### config.mk
export PLATFORM = sky130hd
export DESIGN_NAME = pong_match_ctl
export DESIGN_NICKNAME = d
export VERILOG_FILES = /design/src/rtl/pong_match_ctl.sv
export SDC_FILE = /design/constraint.sdc
export NUM_CORES = 1
export LEC_CHECK = 0
export BUFFER_PORTS_ARGS = -buffer_cell sky130_fd_sc_hd__buf_4
export CELL_PAD_IN_SITES_DETAIL_PLACEMENT = 1
export CELL_PAD_IN_SITES_GLOBAL_PLACEMENT = 2
export CORE_ASPECT_RATIO = 1.75
export CORE_UTILIZATION = 36
export CTS_CLUSTER_SIZE = 30
export DETAILED_ROUTE_END_ITERATION = 16
export PLACE_DENSITY_LB_ADDON = 0.1
export SKIP_LAST_GASP = 1
export SYNTH_ARGS = -nofsm -noshare
export SYNTH_HDL_FRONTEND = slang
export SYNTH_SLANG_ARGS = --single-unit
### constraint.sdc
create_clock -name clk -period 3.23 [get_ports clk]
set_input_delay 0.323 -clock clk [delete_from_list [all_inputs] [get_ports clk]]
set_output_delay 0.323 -clock clk [all_outputs]
set_load 0.1 [all_outputs]
### src/rtl/pong_match_ctl.sv
// Pong match sequencer: debounced start/pause button, serve hold, scoring, winner.
// Misses and press act in one cycle with no backpressure; all outputs registered, async active-low reset.
module pong_match_ctl #(
   parameter int WIN_SCORE   = 9,
   parameter int SERVE_DELAY = 60,
   parameter int DEB_FRAMES  = 2
) (
   input  logic       clk,
   input  logic       rst,
   input  logic       frame_tick,
   input  logic       button,
   input  logic       miss_left,
   input  logic       miss_right,
   output logic       ball_en,
   output logic       ball_rst,
   output logic       serve_dir,
   output logic [3:0] score_l,
   output logic [3:0] score_r,
   output logic [1:0] winner,
   output logic [2:0] state
);

   typedef enum logic [2:0] {
      IDLE  = 3'd0,
      SERVE = 3'd1,
      PLAY  = 3'd2,
      PAUSE = 3'd3,
      OVER  = 3'd4
   } state_t;

   localparam logic [3:0] WIN   = 4'(WIN_SCORE);
   localparam logic [7:0] DELAY = 8'(SERVE_DELAY);
   localparam logic [3:0] DEB   = 4'(DEB_FRAMES);

   logic       btn_meta;
   logic       btn_sync;
   logic       btn_lvl;
   logic       btn_lvl_d;
   logic       press;
   logic [3:0] deb_cnt;

   state_t     state_q;
   state_t     state_nxt;
   logic [7:0] serve_cnt;
   logic [7:0] cnt_nxt;
   logic [3:0] sl_nxt;
   logic [3:0] sr_nxt;
   logic [3:0] sl_inc;
   logic [3:0] sr_inc;
   logic [1:0] win_nxt;
   logic       dir_nxt;

   // Accepted level moves only after DEB_FRAMES consecutive differing frame ticks.
   always_ff @(posedge clk or negedge rst) begin
      if (!rst) begin
         btn_meta  <= 1'b0;
         btn_sync  <= 1'b0;
         btn_lvl   <= 1'b0;
         btn_lvl_d <= 1'b0;
         deb_cnt   <= '0;
      end else begin
         btn_meta  <= button;
         btn_sync  <= btn_meta;
         btn_lvl_d <= btn_lvl;
         if (btn_sync == btn_lvl) begin
            deb_cnt <= '0;
         end else if (frame_tick) begin
            if (deb_cnt + 4'd1 >= DEB) begin
               btn_lvl <= btn_sync;
               deb_cnt <= '0;
            end else begin
               deb_cnt <= deb_cnt + 4'd1;
            end
         end
      end
   end

   assign press  = btn_lvl & ~btn_lvl_d;
   assign sl_inc = (score_l < WIN) ? score_l + 4'd1 : score_l;
   assign sr_inc = (score_r < WIN) ? score_r + 4'd1 : score_r;

   always_comb begin
      state_nxt = state_q;
      cnt_nxt   = serve_cnt;
      sl_nxt    = score_l;
      sr_nxt    = score_r;
      win_nxt   = winner;
      dir_nxt   = serve_dir;
      case (state_q)
         IDLE: begin
            sl_nxt  = '0;
            sr_nxt  = '0;
            win_nxt = 2'b00;
            dir_nxt = 1'b0;
            if (press) begin
               state_nxt = SERVE;
               cnt_nxt   = DELAY;
            end
         end
         SERVE: begin
            if (frame_tick) begin
               if (serve_cnt <= 8'd1) begin
                  state_nxt = PLAY;
                  cnt_nxt   = '0;
               end else begin
                  cnt_nxt = serve_cnt - 8'd1;
               end
            end
         end
         PLAY: begin
            if (miss_left && miss_right) begin
               dir_nxt   = ~serve_dir;
               state_nxt = SERVE;
               cnt_nxt   = DELAY;
            end else if (miss_right) begin
               sl_nxt  = sl_inc;
               dir_nxt = 1'b1;
               if (sl_inc == WIN) begin
                  state_nxt = OVER;
                  win_nxt   = 2'b01;
               end else begin
                  state_nxt = SERVE;
                  cnt_nxt   = DELAY;
               end
            end else if (miss_left) begin
               sr_nxt  = sr_inc;
               dir_nxt = 1'b0;
               if (sr_inc == WIN) begin
                  state_nxt = OVER;
                  win_nxt   = 2'b10;
               end else begin
                  state_nxt = SERVE;
                  cnt_nxt   = DELAY;
               end
            end else if (press) begin
               state_nxt = PAUSE;
            end
         end
         PAUSE: begin
            if (press) begin
               state_nxt = PLAY;
            end
         end
         OVER: begin
            if (press) begin
               sl_nxt    = '0;
               sr_nxt    = '0;
               win_nxt   = 2'b00;
               dir_nxt   = 1'b0;
               state_nxt = SERVE;
               cnt_nxt   = DELAY;
            end
         end
         default: begin
            state_nxt = IDLE;
         end
      endcase
   end

   // Ball controls are registered from the next state so they line up with state.
   always_ff @(posedge clk or negedge rst) begin
      if (!rst) begin
         state_q   <= IDLE;
         serve_cnt <= '0;
         score_l   <= '0;
         score_r   <= '0;
         winner    <= 2'b00;
         serve_dir <= 1'b0;
         ball_en   <= 1'b0;
         ball_rst  <= 1'b1;
      end else begin
         state_q   <= state_nxt;
         serve_cnt <= cnt_nxt;
         score_l   <= sl_nxt;
         score_r   <= sr_nxt;
         winner    <= win_nxt;
         serve_dir <= dir_nxt;
         ball_en   <= (state_nxt == PLAY);
         ball_rst  <= (state_nxt == IDLE) || (state_nxt == SERVE) || (state_nxt == OVER);
      end
   end

   assign state = state_q;

endmodule

# After elaboration in Yosys (flattened, before gate mapping)
# Cells that the tools add are included.
[totals] elab_cells=108 ff_bits=32
[classes] magnitude_cmp=4 addsub=4 bitwise=4 n_eq_ne=23 reduce_logical=15 mux=45
[op_table] operator="$mux 8" count=8
[op_table] operator="$mux 4" count=11
[op_table] operator="$mux 3" count=10
[op_table] operator="$pmux 4 s3" count=2
[op_table] operator="$pmux 8 s3" count=1
[op_table] operator="$add 4x1->4 const B" count=3
[op_table] operator="$mux 2" count=6
[op_table] operator="$ne 2x2->1 const B" count=6
[op_table] operator="$ne 4x4->1 const B" count=3
[op_table] operator="$pmux 3 s4" count=1
[op_table] operator="$reduce_and 6->1" count=2
[op_table] operator="$eq 3x2->1 const B" count=3
[op_table] operator="$ne 3x3->1 const B" count=3
[op_table] operator="$eq 4x4->1 const B" count=2
[op_table] operator="$le 8x1->1 const B" count=1
[op_table] operator="$lt 4x4->1 const B" count=2
[op_table] operator="$sub 8x1->8 const B" count=1
[op_table] operator="$eq 3x1->1 const B" count=2
[op_table] operator="$eq 3x3->1 const B" count=2
[op_table] operator="$logic_not 3->1" count=2
[op_table] operator="$pmux 2 s3" count=1
[op_table] operator="$reduce_and 3->1" count=2
[op_table] operator="$reduce_bool 3->1" count=2
[op_table] operator="$reduce_and 5->1" count=1
[op_table] operator="other kinds (12)" count=18

# Longest topological paths before layout
[logic_depth] word_depth=11 ltp_mapped=9 mapped_depth_nobuf=8

# Worst setup path before layout
# OpenSTA, ideal clock, no wires.
[synth_timing] kind="flip-flop to flip-flop" start="register score_l[0]" end="register serve_cnt[2]" t_arrival_ns=2.892 n_path_buf=1 path_stages_with_launch=9 required_ns=3.104 period_less_slack_ns=3.018 setup_slack_ns=0.212 cell_sequence="dfrtp_1 > inv_1 > ha_1 > or4_4 > a2111oi_2 > o22a_2 > buf_6 > nor3_1 > o32a_1"
[synth_via] elab_chain_len=5
[synth_lines] element="from (decl)" line_no="17" source="output logic [3:0] score_l,"
[synth_lines] element="from (signal assigned)" line_no="174" source="score_l <= sl_nxt;"
[synth_lines] element="$add 4x1->4 or $lt 4x4->1 (tied branches)" line_no="79" source="assign sl_inc = (score_l < WIN) ? score_l + 4'd1 : score_l;"
[synth_lines] element="$mux 4 (*)" line_no="79"
[synth_lines] element="$eq 4x4->1 (*)" line_no="118" source="if (sl_inc == WIN) begin"
[synth_lines] element="$ne 4x4->1 (no line) (*)"
[synth_lines] element="$reduce_and 6->1 (no line) (*)"
[synth_lines] element="to (signal assigned)" line_no="173" source="serve_cnt <= cnt_nxt;"
[synth_lines] element="to (decl)" line_no="44" source="logic [7:0] serve_cnt;"
# Mark *: on every way between the ends. The rest lies on a longest branch, timed or not.
# A chain may end at the register's enable or synchronous reset.

# Worst setup path after layout
[layout_timing] start="register score_l[0]" end="register serve_cnt[7]"
# Same word-level chain as after synthesis.

==> flow_summary.yaml <==
timing:
  rsz0062_at_grt: "false"
  setup_violations: 0
  final.setup.worst_slack_ns: 0.6730
  fin_crit_ns: 2.557
  hold_viol: 0
  fmax_mhz: 391.1
  finClkSkew_ns: 0.009788
  finalSetupTns_ns: 0
  maxSlewViolCount: 0
  relSlewSlack: 0.4602
  post-route-period-util: 0.7916
  worst_pin_slew_ns: 0.8097
  holdWs_ns: 0.1374
logic_synthesis:
  ys_warn_count: 0
  yosysTopAreaCell: "dfrtp_1"
  syn_avg_cell_area_sq_um: 9.650
  synthSimpleGateAreaFrac: 0.1902
  synth_edf_count: 0
  synth_compound_area_frac: 0.2500
  ys_seq_area_frac: 0.4262
  syn_area_sq_um: 1882
  yosys.area_share.xor_xnor: 0.02261
  synth_top_family_by_area: "compound AO/OA/AOI/OAI gates"
  async_flop_share: 1.000
  synth_cells: 195
  synth_cell_types: 50
  yosys-top-cells-area: "dfrtp_1, ha_1, a21oi_1"
  syn-num-nets: 209
  synth_fa_ha_area_frac: 0.05319
  synth-main-ff-cell: "dfrtp_1"
  ys_ff_latch: 32
  muxShareOfSynthArea: 0.01795
  yosysTopAreaCellShare: 0.4122
clocking:
  clock-sinks: 32
  cts_buffers: 5
  clock_latency_ns: 0.29
  root_buffer: "clkbuf_8"
  cts_tree: "yes"
  clk_pin_slew_ns: 0.08
  ctsHoldBuffers: 1
  post_cts_buffers: 0
  clockBufferDepth: 2
  cts_resized: 0
  cts_max_level: 2
die:
  fp.dieArea_sq_um: 5532
  rows: 34
  die_y_um: 97.65
  pin_count: 22
  die_w_um: 56.66
  start_util: 0.3781
  coreArea_sq_um: 4977
finish:
  nets: 233
  drive_gt1_frac: 0.2182
  antennaDiodeCount: 0
  design_area_sq_um: 2187
  layout.cells.non_filler: 274
  layout_common_cells: "dfrtp_1, buf_4, a21oi_1"
  synthToLayoutAreaGrowth_pct: 16.22
  layout_commonest_cell: "dfrtp_1"
global_routing:
  grt_max_degree: 33
  grt_pass1_wl_mm: 8.466
  overflow: 0
  grt_pass1_vias: 1786
  track_usage: 0.1952
  grt_antenna_before_repair: 0
setup_path:
  cp.required_ns: 3.40
  arrival_ns: 2.73
  cp_max_fo: 11
  slowest_delay_ns: 0.54
  critPathLaunchType: "flop"
  crit_chain: "inv_1 -> ha_1 -> nor4bb_1 -> a21oi_1 -> a2111oi_2 -> o22a_2 -> or4b_4 -> o41ai_2"
  critPathCaptureType: "flop"
  cpLargestDelayFamily: "compound AO/OA/AOI/OAI gates"
  path_buf_inv: 1
  path_class: "reg -> reg"
  cp_slowest_cell: "or4b_4"
place:
  port_buffers: 21
  dpl_cell_area_sq_um: 2085
  globalplace.congestion: 0.8294
  dp.cells: 265
  dp_hpwl_mm: 3.733
  place_worst_setup_slack_ns: 0.7057
detailed_routing:
  wl_per_cell_um: 17.60
  wl_mm: 4.823
  via_per_inst: 5.818
  remaining_drc_errors: 0
  drtIter0Drc: 46
  vias: 1594
  ant_nets: 0
  firstDrtPassIters: 4
flow_run:
  maxCapViolCount: 0
power_and_ir_drop:
  powerDensity_nw_per_um2: 609.6
  peakVddDrop_v: 0.0004050
  power_leakage_nw: 0.9481
worst_hold_path:
  hold_path.class: "in -> reg"
outcome:
  status: "finished clean"
==> per-stage QoR <==
step / util / power, W
5_1_grt: 0.4394 / 0.001439
3_5_place_dp: 0.4188 / 0.001025
4_1_cts: 0.4394 / 0.001352
2_1_floorplan: - / 0.0008949
3_3_place_gp: 0.4188 / 0.001002
6_report: 0.4394 / 0.001333
==> logic make-up after synthesis <==
logic type | count (synthesis)
muxes | 3
buffers and inverters | 18
AOI/OAI and AO/OA | 67
adders and majority gates | 8
xor gates and xnor gates | 4
and+or+nand+nor | 63
DFF | 32
==> where the power goes <==
part | total [W] | internal, W | switching, W
Sequential | 0.000553 | 0.000464 | 0.0000894
Combinational | 0.000461 | 0.000168 | 0.000292
Clock | 0.000320 | 0.000153 | 0.000167
Total | 0.00133 | 0.000784 | 0.000549
==> state kept, by name, indices dropped and copies added (netlist names) <==
register   count
ball_en        1
score_r        4
score_l        4
btn_sync       1
btn_lvl        1
state          3
ball_rst       1
btn_lvl_d      1
serve_cnt      8
btn_meta       1
deb_cnt        4
serve_dir      1
winner         2
==> cells in the mapped netlist (2+ instances only) <==
cell and count:
a2111oi_2 2, a21o_1 2, a21oi_1 18, a22o_1 2, a31oi_1 4, a41oi_1 2, and2_1 3, and2b_1 2
and3_1 2, clkbuf_1 5, dfrtp_1 31, ha_1 8, inv_1 12, mux2_2 3, nand2_1 14, nand2b_1 9
nor2_1 12, nor3_1 7, nor4_1 2, o211ai_1 3, o21ai_0 14, o22a_1 3, o31ai_1 6, o32a_1 2
xnor2_1 2
==> worst paths after layout <==
| kind | start | slack [ns] | to | depth (start not counted) |
|---|---|---|---|---|
| worst max-delay path | score_l[0]$_DFFE_PN0P_ | 0.67 | serve_cnt[7]$_DFFE_PN0P_ | 8 |
| worst min-delay path | button | 0.14 | btn_meta$_DFF_PN0_ | 1 |
| worst max register to register | score_l[0]$_DFFE_PN0P_ | 0.67 | serve_cnt[7]$_DFFE_PN0P_ | 8 |
| worst min register to register | btn_meta$_DFF_PN0_ | 0.36 | btn_sync$_DFF_PN0_ | 0 |
| max in group asynchronous | rst | 2.39 | ball_rst$_DFF_PN1_ | 2 |
| min in group asynchronous | rst | 0.50 | score_l[1]$_DFFE_PN0P_ | 2 |
==> layout make-up <==
cell class,count,area [sq um]
Clock inverter,3,23.77
Tap cell,54,67.56
Fill cell,581,2790
Sequential cell,32,802.0
Timing Repair Buffer,23,175.2
Clock buffer,5,68.82
Inverter,12,45.04
Multi-Input combinational cell,145,1005
==> layer usage <==
| layer | up-vias | GRT usage | share of wire |
|---|---|---|---|
| li1 | 763 | - | - |
| met1 | 799 | 0.2041 | 0.37 |
| met2 | 23 | 0.3738 | 0.58 |
| met3 | 9 | 0.03196 | 0.019 |
| met4 | 0 | 0.07129 | 0.021 |
| met5 | - | 0 | 0 |
Note: power is estimated with default switching activity, not from simulation.
